File: src/rtl/input_mar_loader_if.sv
// Operator, bus and RAM-side signals of the input/MAR loader.
// The DUT takes the slave modport; the panel/bus side drives the master modport.
interface input_mar_loader_if #(
   parameter int AW = 8,
   parameter int DW = 8
);
   logic          prog;
   logic          lm;
   logic [AW-1:0] bus_addr;
   logic [DW-1:0] in_data;
   logic          in_set_addr;
   logic          in_valid;
   logic          in_ack;
   logic [AW-1:0] mar_out;
   logic [DW-1:0] ram_wdata;
   logic          ram_we;
   logic          busy;
   logic          wrapped;

   modport master (
      output prog, lm, bus_addr, in_data, in_set_addr, in_valid,
      input  in_ack, mar_out, ram_wdata, ram_we, busy, wrapped
   );

   modport slave (
      input  prog, lm, bus_addr, in_data, in_set_addr, in_valid,
      output in_ack, mar_out, ram_wdata, ram_we, busy, wrapped
   );
endinterface

File: src/rtl/input_mar_loader.sv
// Memory address register with run-mode bus load and a front-panel loader
// (address entry / deposit with auto-increment) over a valid/ack handshake.
module input_mar_loader #(
   parameter int            AW         = 8,
   parameter int            DW         = 8,
   parameter logic [AW-1:0] START_ADDR = '0
) (
   input logic                clk,
   input logic                clr_n,
   input_mar_loader_if.slave  bus
);
   localparam logic [1:0] S_IDLE    = 2'd0;
   localparam logic [1:0] S_WRITE   = 2'd1;
   localparam logic [1:0] S_RELEASE = 2'd2;

   logic [1:0]    state;
   logic [AW-1:0] mar;
   logic [DW-1:0] wdata;
   logic          we;
   logic          ack;
   logic          wrap;
   logic [AW-1:0] in_addr;

   // Switch word resized to the MAR width.
   generate
      if (AW > DW) begin : g_ext
         assign in_addr = {{(AW-DW){1'b0}}, bus.in_data};
      end else begin : g_trunc
         assign in_addr = bus.in_data[AW-1:0];
      end
   endgenerate

   always_ff @(posedge clk or negedge clr_n) begin
      if (!clr_n) begin
         state <= S_IDLE;
         mar   <= START_ADDR;
         wdata <= '0;
         we    <= 1'b0;
         ack   <= 1'b0;
         wrap  <= 1'b0;
      end else begin
         we  <= 1'b0;
         ack <= 1'b0;
         case (state)
            S_IDLE: begin
               if (!bus.prog) begin
                  if (bus.lm) mar <= bus.bus_addr;
               end else if (bus.in_valid) begin
                  if (bus.in_set_addr) begin
                     mar   <= in_addr;
                     ack   <= 1'b1;
                     wrap  <= 1'b0;
                     state <= S_RELEASE;
                  end else begin
                     wdata <= bus.in_data;
                     we    <= 1'b1;
                     state <= S_WRITE;
                  end
               end
            end
            // Deposit completes regardless of prog so a mode change cannot abort it.
            S_WRITE: begin
               mar   <= mar + 1'b1;
               ack   <= 1'b1;
               if (&mar) wrap <= 1'b1;
               state <= S_RELEASE;
            end
            S_RELEASE: begin
               if (!bus.in_valid) state <= S_IDLE;
            end
            default: state <= S_IDLE;
         endcase
      end
   end

   assign bus.mar_out   = mar;
   assign bus.ram_wdata = wdata;
   assign bus.ram_we    = we;
   assign bus.in_ack    = ack;
   assign bus.busy      = (state != S_IDLE);
   assign bus.wrapped   = wrap;
endmodule

File: src/flat_wrapper.sv
// flat-port wrapper written by rule: the top's interface ports become plain ports
module input_mar_loader_flat 
#(
   parameter int            AW         = 8,
   parameter int            DW         = 8,
   parameter logic [AW-1:0] START_ADDR = '0
)
  (clk, clr_n, bus_prog, bus_lm, bus_bus_addr, bus_in_data, bus_in_set_addr, bus_in_valid, bus_in_ack, bus_mar_out, bus_ram_wdata, bus_ram_we, bus_busy, bus_wrapped);
  input_mar_loader_if #(.AW(AW), .DW(DW)) bus_i ();
  input logic clk;
  input logic clr_n;
  input wire logic [$bits(bus_i.prog)-1:0] bus_prog;
  input wire logic [$bits(bus_i.lm)-1:0] bus_lm;
  input wire logic [$bits(bus_i.bus_addr)-1:0] bus_bus_addr;
  input wire logic [$bits(bus_i.in_data)-1:0] bus_in_data;
  input wire logic [$bits(bus_i.in_set_addr)-1:0] bus_in_set_addr;
  input wire logic [$bits(bus_i.in_valid)-1:0] bus_in_valid;
  output wire logic [$bits(bus_i.in_ack)-1:0] bus_in_ack;
  output wire logic [$bits(bus_i.mar_out)-1:0] bus_mar_out;
  output wire logic [$bits(bus_i.ram_wdata)-1:0] bus_ram_wdata;
  output wire logic [$bits(bus_i.ram_we)-1:0] bus_ram_we;
  output wire logic [$bits(bus_i.busy)-1:0] bus_busy;
  output wire logic [$bits(bus_i.wrapped)-1:0] bus_wrapped;
  assign bus_i.prog = bus_prog;
  assign bus_i.lm = bus_lm;
  assign bus_i.bus_addr = bus_bus_addr;
  assign bus_i.in_data = bus_in_data;
  assign bus_i.in_set_addr = bus_in_set_addr;
  assign bus_i.in_valid = bus_in_valid;
  assign bus_in_ack = bus_i.in_ack;
  assign bus_mar_out = bus_i.mar_out;
  assign bus_ram_wdata = bus_i.ram_wdata;
  assign bus_ram_we = bus_i.ram_we;
  assign bus_busy = bus_i.busy;
  assign bus_wrapped = bus_i.wrapped;
  input_mar_loader #(.AW(AW), .DW(DW), .START_ADDR(START_ADDR)) u_core (.clk(clk), .clr_n(clr_n), .bus(bus_i));
endmodule
File: config.mk
export PLATFORM = sky130hd
export DESIGN_NAME = input_mar_loader_flat
export DESIGN_NICKNAME = d
export VERILOG_FILES = /design/src/rtl/input_mar_loader_if.sv /design/src/rtl/input_mar_loader.sv /design/src/flat_wrapper.sv
export SDC_FILE = /design/constraint.sdc
export NUM_CORES = 1
export LEC_CHECK = 0
export CORE_MARGIN = 1.5
export CORE_UTILIZATION = 46
export CTS_CLUSTER_SIZE = 25
export DETAILED_ROUTE_END_ITERATION = 6
export GPL_TIMING_DRIVEN = 0
export PLACE_DENSITY = 0.93
export SLEW_MARGIN = 0
export SYNTH_ARGS = -nofsm -noshare
export SYNTH_HDL_FRONTEND = slang
export SYNTH_SLANG_ARGS = --single-unit
File: constraint.sdc
create_clock -name clk -period 4.35 [get_ports clk]
set_clock_uncertainty 0.1 [all_clocks]
set_input_delay 0.87 -clock clk [delete_from_list [all_inputs] [get_ports clk]]
set_output_delay 0.87 -clock clk [all_outputs]
set_load 0.02 [all_outputs]
-- Yosys cells after proc, flatten, opt, wreduce, memory -nomap -nowiden
Index checks and enable logic that the tools add are counted.
- bits in registers: 21
- bits of input ports: 22
- output and inout port bits: 20
- $add $sub $neg: 1
- eq/ne operators: 10
- multiplexer cells: 23
- bitwise gates (word level): 1
- reduce and logical (&&, ||, !) cells: 8
- operators with widths (kind ; count):
    8-bit 2-to-1 mux ; 4
    8-bit case mux with 2 select lines ; 1
    1-bit 2-to-1 mux ; 11
    3-bit inequality test (second input constant) ; 3
    8-bit by 1-bit adder with 8-bit output (second input constant) ; 1
    2-bit 2-to-1 mux ; 4
    2-bit inequality test (second input constant) ; 4
    4-bit AND reduction ; 2
    8-bit AND reduction ; 1
    2-bit case mux with 3 select lines ; 1
    5-bit AND reduction ; 1
    1-bit case mux with 2 select lines ; 2
    2-bit nonzero test ; 2
    3-bit AND reduction ; 1
    2-bit by 1-bit == test with 1-bit output (second input constant) ; 1
    2-bit == test (second input constant) ; 1
    2-bit logical NOT ; 1
    2-bit by 1-bit inequality test with 1-bit output (second input constant) ; 1
    1-bit NOT ; 1

-- Depth between registers and ports, before layout
- word-level depth: 4
- mapped depth: 5
- depth with buffers taken out: 5

-- Worst setup path before layout
OpenSTA, ideal clock, no wires.
- path kind: input to register
- start: input port bus_prog
- end: register u_core.mar[6], in the netlist u_core.bus.mar_out[6]
- library setup time: 0.138 ns
- arrival time: 1.662 ns
- data required time: 4.112 ns
- path slack: 2.450 ns
- stages: 5
- path through: buf_2 -> nor2b_2 -> o21ai_0 -> a211oi_1 -> a211oi_1
- longest elaborated chain between the ends: 2
- elaborated cells on any way between the ends: 6
- those cells by class: eq/ne (3); mux (2); reduce/logical (1)
- RTL lines (item ; RTL line ; text):
    from (decl) ; flat_wrapper.sv:12 ; input wire logic [$bits(bus_i.prog)-1:0] bus_prog;
    3-bit inequality test (no line) / 8-bit 2-to-1 mux (equally long branches) ; - ;
    4-bit AND reduction (no line) / 8-bit case mux with 2 select lines (equally long branches) ; - ;
    to (signal assigned) ; input_mar_loader.sv:47 ; if (bus.lm) mar <= bus.bus_addr;
    to (signal assigned) ; input_mar_loader.sv:50 ; mar <= in_addr;
    to (signal assigned) ; input_mar_loader.sv:63 ; mar <= mar + 1'b1;
    to (decl) ; input_mar_loader.sv:17 ; logic [AW-1:0] mar;
Several ways; a longest one is shown, not always the timed one.
A chain may end at the register's enable or synchronous reset.

-- Worst setup path in the final report
- start: register u_core.state[1]
- end: output port bus_busy
- longest elaborated chain between the ends: 1
- RTL lines (item ; RTL line ; text):
    from (decl) ; input_mar_loader.sv:16 ; logic [1:0] state;
    from (signal assigned) ; input_mar_loader.sv:35 ; state <= S_IDLE;
    from (signal assigned) ; input_mar_loader.sv:53 ; state <= S_RELEASE;
    from (signal assigned) ; input_mar_loader.sv:57 ; state <= S_WRITE;
    2-bit nonzero test ; input_mar_loader.sv:80 ; assign bus.busy = (state != S_IDLE);
    to (decl) ; flat_wrapper.sv:22 ; output wire logic [$bits(bus_i.busy)-1:0] bus_busy;
Every way passes these cells.

==> flow_summary_export.csv <==
group,metric,value,unit
status,outcome,"completed",
global_route,grt_pass1_wl,4.66,mm
power,sw_frac_of_total,36.0,%
routing,drt_first_iter_violations,25,
logic_synthesis,yosysUniqueCellTypes,34,
clock_network,clk_pin_slew,0.12,ns
power,switchingPower,0.226,mW
timing,worstMarginPinSlew,0.961,ns
global_route,grt_usage,23.9,%
critical_path,regToRegSetupSlack,2.64,ns
clock_network,cts-buffers-inserted,3,
power,seqPwrFrac,44.4,%
placed_design,dp_slack,1.71,ns
placed_design,gp_congestion,0.824,
routing,postRouteAntennaNets,0,
clock_network,ctsLongestPathBuffers,2,
timing,timing.slew.headroom,35.8,%
global_route,grt_pass1_vias,1002,
final_layout,regArea,526,um^2
global_route,grt_max_degree,22,
timing,final_hold_viol_count,0,
final_layout,multiInputGateArea,519,um^2
clock_network,h-tree-depth,1,
critical_path,cp_data_arrival_time,1.65,ns
critical_path,startpoint_type,"flip-flop",
clock_network,cts_resized,0,
power,power_density,407,mW/mm^2
hold_path,worstHoldPathCells,2,
final_layout,fillers,160,
final_layout,postLayoutCellArea,0.00154,mm^2
routing,route.detailed.drc,0,
logic_synthesis,syn_area_per_cell,10.9,um^2
timing,slew_violations,0,
floorplan,io_pins,42,
logic_synthesis,ys.warnings.count,0,
critical_path,r2r_cells,4,
critical_path,crit_path_max_incr_delay,0.62,ns
floorplan,initial_utilization,48.4,%
timing,tns,0,ns
timing,setup_violations,0,
timing,timing.fmax,382,MHz
placed_design,io_buffers,41,
critical_path,required,3.38,ns
critical_path,r2r-end,"u_core.bus.ram_wdata[5]",
clock_network,clk_root_buffer_cell,"clkbuf_4",
global_route,top_usage_layer,"met2",
hold_path,worst_hold_path.endpoint,"u_core.bus.wrapped",
global_route,gr-usage-met3,4.97,%
run,maxCapViolCount,0,
critical_path,slowest_stage,"clkdlybuf4s50_1",
timing,post-route-period-util,60.2,%
clock_network,post_cts_buffers,0,
clock_network,cts_tree,"done",
timing,finalWorstSetupSlack,1.73,ns
clock_network,hold_buffers,0,
final_layout,layout_commonest_cell,"clkdlybuf4s50_1",
logic_synthesis,netlist_instances,98,
routing,via_count,993,
global_route,met2_usage,40.0,%
placed_design,placed_area,0.00152,mm^2
critical_path,crit_chain,"nor2_4 -> inv_4 -> clkdlybuf4s50_1",
routing,viasPerCell,5.81,
routing,wirelength,2.81,mm
timing,rsz0062_at_grt,"false",
power,p_leak,0.613,nW
floorplan,die_y,51.3,um
final_layout,synthToLayoutAreaGrowth,44.0,%
global_route,gr-total-overflow,0,
hold_path,worstHoldStart,"u_core.bus.wrapped",
power,p_int,0.402,mW
logic_synthesis,syn-cell-area,0.00107,mm^2
timing,period_needed,2.62,ns
clock_network,worstSkewPairLatency,0.30,ns
critical_path,endpoint_kind,"primary output",
routing,drt_first_pass_iters,4,
critical_path,r2r_start,"u_core.state[1]",
logic_synthesis,synth_seq_cells,21,
floorplan,row_count,17,
timing,hold-worst-slack,0.399,ns
final_layout,diodes,0,
logic_synthesis,synth_nets,121,
floorplan,die-area,0.00263,mm^2
final_layout,fin_nets,167,
power,pwr-share-clk,15.2,%
final_layout,drive_gt1_share,14.0,%
placed_design,dp_hpwl,2.12,mm
floorplan,die_w,51.3,um
power,vdd_ir_drop_max,288,uV
clock_network,clock_sinks,21,
hold_path,worstHoldPathType,"reg -> reg",
global_route,antenna_found_initial,0,
critical_path,crit_path_max_fanout,7,
routing,wl_per_cell,16.4,um
floorplan,core,0.00221,mm^2
logic_synthesis,yosysSeqAreaShare,49.1,%
power,pwr-share-comb,40.4,%
final_layout,mostFrequentLayoutCells,"41 x clkdlybuf4s50_1, 21 x dfrtp_1, 9 x mux2_2",
global_route,use_met1,30.3,%
critical_path,criticalPathCategory,"reg -> out",
==> layer usage <==
metal / part of all wire, % / routed length [um]
met3: 6.3 / 178
met2: 49 / 1380
met1: 43 / 1200
met5: 0 / 0
met4: 1.6 / 46
==> registers in the layout (all words and copies together), names as in the netlist <==
name,count
u_core.bus.wrapped,1
u_core.state,2
u_core.bus.mar_out,8
u_core.bus.in_ack,1
u_core.bus.ram_we,1
u_core.bus.ram_wdata,8
==> synthesized netlist by cell type <==
| library cell | instances | share of area (%) |
|---|---|---|
| o21a_1 | 1 | 0.70 |
| inv_4 | 1 | 0.58 |
| buf_4 | 1 | 0.70 |
| dfrtp_1 | 21 | 49 |
| nand4_1 | 2 | 1.2 |
| mux2i_1 | 4 | 3.7 |
| inv_1 | 2 | 0.70 |
| nand3_1 | 5 | 2.3 |
| o311ai_0 | 2 | 1.6 |
| and3_1 | 1 | 0.58 |
| a21o_1 | 1 | 0.70 |
| and2_1 | 1 | 0.58 |
| nand2b_1 | 1 | 0.58 |
| nor2b_2 | 1 | 0.82 |
| a32oi_1 | 2 | 1.6 |
| or4_1 | 1 | 0.70 |
| o31ai_2 | 1 | 1.2 |
| nor2b_1 | 2 | 1.2 |
| nor2_4 | 1 | 1.1 |
| a211oi_1 | 4 | 2.8 |
| o211ai_1 | 3 | 2.1 |
| ha_1 | 1 | 1.2 |
| nor2_1 | 7 | 2.5 |
| nand2_1 | 7 | 2.5 |
| o21ai_0 | 6 | 2.8 |
| nor4_1 | 1 | 0.58 |
| o32a_2 | 1 | 1.1 |
| nand4b_1 | 1 | 0.82 |
| nor3_1 | 2 | 0.93 |
| o32ai_1 | 1 | 0.82 |
| nor3_4 | 1 | 1.5 |
| buf_2 | 1 | 0.47 |
| a21oi_1 | 2 | 0.93 |
| mux2_2 | 9 | 9.5 |
==> metrics by stage <==
stage               utilization [%]  total power, mW  instances
floorplan                         -            0.400         98
global placement               68.6            0.523        167
detailed placement             68.6            0.535        167
CTS                            69.7            0.630        171
global route                   69.7            0.656        171
finish                         69.7            0.629        171
==> how the worst max path moves through the flow <==
stage,startpoint,to,slack (ns)
2_1_floorplan,bus_prog,u_core.bus.mar_out[6],2.45
3_3_place_gp,bus_in_valid,u_core.bus.ram_wdata[6],1.79
3_5_place_dp,bus_in_valid,u_core.bus.ram_wdata[5],1.71
4_1_cts,u_core.state[1],bus_busy,1.76
5_1_grt,u_core.state[1],bus_busy,1.69
6_report,u_core.state[1],bus_busy,1.73
==> power by group through the flow <==
stage | clock, mW | combinational, mW | sequential [mW]
after detailed placement | 0 | 0.253 | 0.281
final | 0.0956 | 0.254 | 0.279
after global routing | 0.101 | 0.270 | 0.284
after floorplan | 0 | 0.0752 | 0.325
after CTS | 0.0966 | 0.255 | 0.278
after global placement | 0 | 0.247 | 0.276
==> cells by family after synthesis <==
kind of cell,Yosys count,synth area share [%]
and+or+nand+nor,34,17.8
AOI/OAI and AO/OA,24,16.4
DFF,21,49.1
muxes,13,13.2
buffers and inverters,5,2.45
adders and majority gates,1,1.17
==> area by class of cell <==
cell class / instances / share of cell area (%)
Buffer: 2 / 0.811
Sequential cell: 21 / 34.1
Multi-Input combinational cell: 72 / 33.7
Inverter: 3 / 0.892
Timing Repair Buffer: 41 / 26.6
Tap cell: 28 / 2.27
Clock buffer: 4 / 1.70
==> critical path, delay by kind of cell, from the launching register on <==
family                 cells  cell delay [ns]
and+or+nand+nor            1             0.09
buffers and inverters      2             0.73
DFF                        1             0.53
No activity file was read; power rests on OpenSTA's default activity.
